`config.mk`:
```
export PLATFORM = sky130hd
export DESIGN_NAME = ipml_prefetch_rd_ctrl_v2
export DESIGN_NICKNAME = d
export VERILOG_FILES = /design/src/rtl/ipml_prefetch_rd_ctrl_v2.sv
export SDC_FILE = /design/constraint.sdc
export NUM_CORES = 1
export LEC_CHECK = 0
export CELL_PAD_IN_SITES_DETAIL_PLACEMENT = 1
export CELL_PAD_IN_SITES_GLOBAL_PLACEMENT = 2
export CORE_ASPECT_RATIO = 0.5
export CORE_MARGIN = 3
export CORE_UTILIZATION = 42
export CTS_BUF_LIST = sky130_fd_sc_hd__clkbuf_4
export DETAILED_ROUTE_END_ITERATION = 10
export DONT_BUFFER_PORTS = 1
export PLACE_DENSITY_LB_ADDON = 0.12
export SLEW_MARGIN = 25
export SYNTH_ARGS = -nofsm -noshare
export SYNTH_HDL_FRONTEND = slang
export SYNTH_SLANG_ARGS = --single-unit
```
`constraint.sdc`:
```
create_clock -name rd_clk -period 10.5 [get_ports rd_clk]
set_clock_uncertainty 0.05 [all_clocks]
set_input_delay 3.15 -clock rd_clk [delete_from_list [all_inputs] [get_ports rd_clk]]
set_output_delay 3.15 -clock rd_clk [all_outputs]
set_load 0.005 [all_outputs]
```
`src/rtl/ipml_prefetch_rd_ctrl_v2.sv`:
```
// Read-side prefetch controller: issues RAM reads ahead of demand and hides the
// RAM read latency behind a small circular register buffer feeding a valid/ready consumer.
module ipml_prefetch_rd_ctrl_v2 #(
  parameter int c_DATA_WIDTH     = 32,
  parameter int c_RAM_LATENCY    = 1,
  parameter int c_PREFETCH_DEPTH = 4,
  parameter int c_CNT_WIDTH      = 5
) (
  input  logic                    rd_clk,
  input  logic                    rd_rst,
  input  logic                    flush,
  input  logic                    fifo_empty,
  output logic                    ram_rd_en,
  input  logic [c_DATA_WIDTH-1:0] ram_rd_data,
  output logic [c_DATA_WIDTH-1:0] rd_data,
  output logic                    rd_vld,
  input  logic                    rd_en,
  output logic [c_CNT_WIDTH-1:0]  buf_level
);

  // Consumer handshake: a word transfers on every cycle where rd_vld and rd_en are both 1;
  // rd_data is held stable while rd_vld=1 until that transfer happens.

  localparam int PTR_W = (c_PREFETCH_DEPTH > 1) ? $clog2(c_PREFETCH_DEPTH) : 1;
  localparam int SUM_W = c_CNT_WIDTH + 2;
  localparam logic [PTR_W-1:0]       LAST_PTR = PTR_W'(c_PREFETCH_DEPTH - 1);
  localparam logic [SUM_W-1:0]       DEPTH_S  = SUM_W'(c_PREFETCH_DEPTH);
  localparam logic [c_CNT_WIDTH-1:0] DEPTH_C  = c_CNT_WIDTH'(c_PREFETCH_DEPTH);

  logic [c_RAM_LATENCY-1:0] vld_sr;
  logic [c_DATA_WIDTH-1:0]  mem [c_PREFETCH_DEPTH];
  logic [PTR_W-1:0]         head;
  logic [PTR_W-1:0]         tail;
  logic [SUM_W-1:0]         inflight;
  logic                     pop;
  logic                     wr;

  function automatic logic [PTR_W-1:0] next_ptr(input logic [PTR_W-1:0] p);
    return (p == LAST_PTR) ? '0 : p + PTR_W'(1);
  endfunction

  assign pop    = rd_vld & rd_en;
  assign wr     = vld_sr[c_RAM_LATENCY-1];
  assign rd_vld = (buf_level != '0);
  assign rd_data = mem[head];

  always_comb begin
    inflight = '0;
    for (int i = 0; i < c_RAM_LATENCY; i++) begin
      inflight = inflight + SUM_W'(vld_sr[i]);
    end
  end

  // A pop frees a slot in the same cycle, so issue may continue at full occupancy.
  assign ram_rd_en = ~fifo_empty & ~flush & ~rd_rst &
                     (((SUM_W'(buf_level) + inflight) < DEPTH_S) | pop);

  always_ff @(posedge rd_clk or posedge rd_rst) begin
    if (rd_rst) begin
      vld_sr    <= '0;
      head      <= '0;
      tail      <= '0;
      buf_level <= '0;
      for (int i = 0; i < c_PREFETCH_DEPTH; i++) begin
        mem[i] <= '0;
      end
    end else if (flush) begin
      vld_sr    <= '0;
      head      <= '0;
      tail      <= '0;
      buf_level <= '0;
    end else begin
      vld_sr <= (vld_sr << 1) | c_RAM_LATENCY'(ram_rd_en);
      if (wr) begin
        mem[tail] <= ram_rd_data;
        tail      <= next_ptr(tail);
      end
      if (pop) begin
        head <= next_ptr(head);
      end
      case ({wr, pop})
        2'b10:   buf_level <= buf_level + c_CNT_WIDTH'(1);
        2'b01:   buf_level <= buf_level - c_CNT_WIDTH'(1);
        default: buf_level <= buf_level;
      endcase
    end
  end

  a_no_overflow: assert property (@(posedge rd_clk) disable iff (rd_rst)
    !(wr && !pop && buf_level == DEPTH_C));

endmodule

```
==> reports/metrics.yaml, run 1 <==
synth:
  yosys_register_bits: 138
  synthArstFlopShare: 1.00
  synth_edf_count: 0
  yosysWarnings: 0
  synth_cells: 388
  syn_area_um2: 6220
  synth_seq_area_share: 0.555
  synthTopCellsByArea: "dfrtp_1 (55%), mux2_2 (23%), mux4_2 (12%), ha_1 (1.4%), buf_2 (1.2%)"
  postSynthAreaPerCell_um2: 16.0
  synth_top_cell_by_area: "dfrtp_1"
  synth_nets: 433
  yosys_most_used_dff: "dfrtp_1"
  synth_top_area_frac: 0.555
  yosysUniqueCellTypes: 38
routing:
  drtPass1Iterations: 4
  wl_per_cell_um: 22.5
  drt_wl_total_um: 13300
  drt_iter0_markers: 110
  drc: 0
  ant_nets: 0
  via_per_inst: 5.59
  vias: 3301
power_and_ir_drop:
  switchingPower_uw: 471
  ir_worst_vdd_mv: 0.112
  power_mw: 1.58
  internal-power_mw: 1.11
  power_density_nw_per_um2: 234
  combPwrFrac: 0.257
  p_seq_frac: 0.465
  p_sw_frac: 0.297
  p_leak_nw: 3.14
  p_clk_frac: 0.278
worst_setup_path:
  crit_slowest_cell: "nor4_1"
  crit_family: "simple AND/OR/NAND/NOR gates"
  critPathMaxFanout: 14
  path_buf_inv: 0
  worstPathRequired_ps: 7300
  path_class: "in2out"
  max_stage_delay_ps: 340
  cp-end-kind: "primary output"
  crit_arrival_ps: 3490
  critPathLaunchType: "primary input"
  cp_cell_sequence: "nor4_1"
final_layout:
  nFillCells: 1340
  final_common_cell: "dfrtp_1"
  num_antenna_cells: 0
  drive_above_1_share: 0.521
  layout_common_cells: "dfrtp_1 (136), mux2_2 (128), mux4_2 (32)"
  area.growth.synth_to_final_pct: 8.62
  final_net_count: 432
  fin_util: 0.483
timing:
  relSlewSlack: 0.318
  hold_viol: 0
  slew_viol_final: 0
  hold_slack_ps: 467
  setup_tns_ps: 0
  setup_ws_ps: 3810
  period_needed_ps: 6690
  final.period_utilization: 0.638
  setup_violations: 0
  rsz0062_at_grt: "false"
  max_freq_ghz: 0.149
  tightest_slew_ps: 1020
status:
  status: "finished, final reports clean"
clock_tree:
  root_buffer: "clkbuf_4"
  cts_resized: 0
  tritoncts: "built"
  cts_max_path_buffers: 2
  cts_made_buffers: 17
  h-tree-depth: 4
  cts_setup_buffers: 0
  hold_buffers: 0
  clkLatencyLatePin_ps: 530
  path_clk_slew_ps: 110
  cts_sinks: 138
floorplan:
  initial_utilization: 0.445
  die_w_um: 178
  num_rows: 30
  ios: 76
  dieArea_um2: 16400
  core_region_area_um2: 14000
  die_h_um: 92.1
placed_design:
  io_buffer_count: 0
  place_ws_ps: 3800
  dp.final_hpwl_um: 8560
  gp_routability_congestion: 0.736
global_routing:
  grt_usage: 0.173
  grt-ovfl-total: 0
  grt_max_degree: 73
  grt_pass1_vias: 3880
  antenna_found_initial: 0
  grt_pass1_wl_um: 21300
job:
  maxCapViolCount: 0
hold_path:
  hold_path.class: "reg2reg"
[cell usage after synthesis (2+ instances only)]
master    count
nand2b_1      2
dfrtp_1     138
nor3_1        2
o21ai_0       2
nand3_1       4
mux4_2       32
nor2_1        9
a21oi_1       2
inv_1         8
mux2_2      128
buf_2        15
clkbuf_1      6
mux2i_1       2
ha_1          7
nand2_1       5
xor2_1        2
nor4_1        3
[path summary, 6_finish.rpt]
check,from,end,slack [ps],cells after the start
max in group asynchronous,rd_rst,mem[6]$_DFFE_PP0P_,6530,2
hold / removal,mem[71]$_DFFE_PP0P_,mem[71]$_DFFE_PP0P_,470,1
hold reg to reg,mem[71]$_DFFE_PP0P_,mem[71]$_DFFE_PP0P_,470,1
setup / recovery,flush,ram_rd_en,3810,1
min in group asynchronous,rd_rst,buf_level[0]$_DFFE_PP0P_,2480,1
setup reg to reg,buf_level[3]$_DFFE_PP0P_,buf_level[4]$_DFFE_PP0P_,7610,8
[final cells by class]
| cell class | count | area (um^2) | area share |
|---|---|---|---|
| repair buffers | 2 | 15.0 | 0.00222 |
| clock inverters | 14 | 245 | 0.0363 |
| flip-flops and latches | 138 | 3460 | 0.511 |
| inverters | 9 | 38.8 | 0.00574 |
| clock buffers | 17 | 128 | 0.0189 |
| multi-input cells | 219 | 2640 | 0.390 |
| well taps | 192 | 240 | 0.0355 |
[power groups by stage]
stage                     logic (mW)  clock network, mW  registers [mW]
final                          0.407              0.440           0.737
after global routing           0.445              0.484           0.755
after CTS                      0.417              0.456           0.738
after detailed placement       0.416                  0           0.750
after global placement         0.391                  0           0.735
after floorplan                0.365                  0           0.691
[through the flow]
step	std cells	instance area [um^2]
3_3_place_gp	560	6390
5_1_grt	591	6760
6_report	591	6760
3_5_place_dp	560	6390
4_1_cts	591	6760
2_1_floorplan	388	6220
[layer usage]
metal  vias to the layer above  part of all wire  GRT usage  routed length (um)
met5                         -                 0          0                   0
met4                         0             0.011     0.0542                 140
met3                        12             0.058     0.0641                 775
met2                        58              0.51      0.293                6730
met1                      1799              0.43      0.204                5670
li1                       1432                 -          -                   -
[state kept, by name (all words and copies together) (netlist names)]
register	cells
tail	2
head	2
mem	128
vld_sr	1
buf_level	5
[kinds of logic (layout without fill, tap and decap cells)]
group	count (synthesis)	after routing	share of synthesized area
adder cells (fa/ha/maj)	8	8	0.0173
AO/OA/AOI/OAI	13	13	0.0205
flip-flops	138	138	0.555
multiplexers	162	162	0.351
XOR/XNOR	3	3	0.00422
buffers and inverters	31	42	0.0229
AND/OR/NAND/NOR	33	33	0.0296
No activity file was read; power rests on OpenSTA's default activity.
==> inputs of run 2 (changes only) <==
==> constraint.sdc (replaced) <==
create_clock -name rd_clk -period 6.4 [get_ports rd_clk]
set_clock_uncertainty 0.05 [all_clocks]
set_input_delay 1.92 -clock rd_clk [delete_from_list [all_inputs] [get_ports rd_clk]]
set_output_delay 1.92 -clock rd_clk [all_outputs]
set_load 0.005 [all_outputs]
==> reports/metrics.yaml, run 2 (same netlist as run 1, synthesis figures left out) <==
power_and_ir_drop:
  power_density_nw_per_um2: 376
  p_leak_nw: 3.12
  ir_worst_vdd_mv: 0.148
  power_mw: 2.52
routing:
  ant_nets: 0
  drt_wl_total_um: 13300
  vias: 3318
  drc: 0
  drt_iter0_markers: 96
  via_per_inst: 5.61
  wl_per_cell_um: 22.6
  drtPass1Iterations: 4
global_routing:
  grt_pass1_wl_um: 21300
  grt_pass1_vias: 3930
  grt-ovfl-total: 0
  antenna_found_initial: 0
  grt_max_degree: 71
  grt_usage: 0.172
final_layout:
  layout_common_cells: "dfrtp_1 (136), mux2_2 (128), mux4_2 (32)"
  final_net_count: 432
  layout.cells.non_filler: 591
  fin_area_um2: 6710
  largestRegisters: "mem (128), buf_level (5)"
  fin_util: 0.479
  num_antenna_cells: 0
  multiInputGateArea_um2: 2640
  top_register: "mem"
  regArea_um2: 3460
  drive_above_1_share: 0.521
  final_common_cell: "dfrtp_1"
  largest_reg_flops: 128
  nFillCells: 1354
  area.growth.synth_to_final_pct: 7.86
placed_design:
  gp_routability_congestion: 0.776
  placed_cell_area_um2: 6390
  io_buffer_count: 0
  dp.final_hpwl_um: 8430
  dp_cells: 560
floorplan:
  die_w_um: 178
  core_region_area_um2: 14000
  num_rows: 30
  initial_utilization: 0.445
  dieArea_um2: 16400
  ios: 76
  die_h_um: 92.1
clock_tree:
  hold_buffers: 0
  cts_resized: 0
  cts_setup_buffers: 0
  path_clk_slew_ps: 130
  tritoncts: "built"
  cts_max_path_buffers: 2
  clkLatencyLatePin_ps: 510
  root_buffer: "clkbuf_4"
  cts_made_buffers: 17
  h-tree-depth: 4
  cts_sinks: 138
timing:
  relSlewSlack: 0.320
  setup_violations: 0
  period_needed_ps: 4390
  max_freq_ghz: 0.228
  final.period_utilization: 0.685
  slew_viol_final: 0
  setup_tns_ps: 0
  hold_viol: 0
  tightest_slew_ps: 1020
  rsz0062_at_grt: "false"
job:
  maxCapViolCount: 0
worst_setup_path:
  crit_arrival_ps: 2420
  path_class: "reg2out"
  critPathMaxFanout: 18
  critPathLaunchType: "flop"
  worstPathRequired_ps: 4430
  cp-end-kind: "primary output"
hold_path:
  hold_path.class: "reg2reg"
status:
  status: "finished, final reports clean"
[run 2: cell types whose count changed in the layout (fill, tap and decap cells not counted)]
cell | before | now
inv_6 | 3 | 6
clkinv_4 | 4 | 1
clkbuf_4 | 17 | 18
bufinv_16 | 6 | 4
clkinv_2 | 1 | 2
[run 2: path summary, 6_finish.rpt]
kind | start | to | slack [ps] | depth (start not counted)
setup / recovery | head[0]$_DFFE_PP0P_ | rd_data[27] | 2010 | 2
hold / removal | mem[37]$_DFFE_PP0P_ | mem[37]$_DFFE_PP0P_ | 470 | 1
setup reg to reg | buf_level[3]$_DFFE_PP0P_ | buf_level[4]$_DFFE_PP0P_ | 3520 | 8
hold reg to reg | mem[37]$_DFFE_PP0P_ | mem[37]$_DFFE_PP0P_ | 470 | 1
max in group asynchronous | rd_rst | head[0]$_DFFE_PP0P_ | 3640 | 2
min in group asynchronous | rd_rst | mem[29]$_DFFE_PP0P_ | 1290 | 1
[run 2: critical path, cell delays in order (launching register included)]
cell	delay (ps)
dfrtp_2	780
buf_4	470
mux4_2	610
[run 2: stage by stage]
step / worst slack [ps] / hold slack (ps)
floorplan: 734 / 424
global placement: 2130 / 431
detailed placement: 2150 / 441
CTS: 1880 / 467
global route: 1770 / 484
finish: 2010 / 469
[run 2: layout make-up]
cell class / instances / share of cell area
clock buffer: 18 / 0.0201
clock inverter: 13 / 0.0283
inverter: 9 / 0.00578
multi-input combinational: 219 / 0.393
sequential: 138 / 0.515
tap: 192 / 0.0358
timing repair buffer: 2 / 0.00224
[run 2: power breakdown]
part	switching [mW]	total [mW]	internal, mW
registers	0.157	1.21	1.05
logic	0.280	0.664	0.385
clock network	0.335	0.653	0.318
total	0.772	2.52	1.75
[run 2: per-layer routing]
metal	GRT usage	part of all wire	up-vias
met3	0.0624	0.066	12
met5	0	0	-
met4	0.0548	0.0094	0
met1	0.198	0.40	1799
li1	-	-	1441
met2	0.300	0.52	66
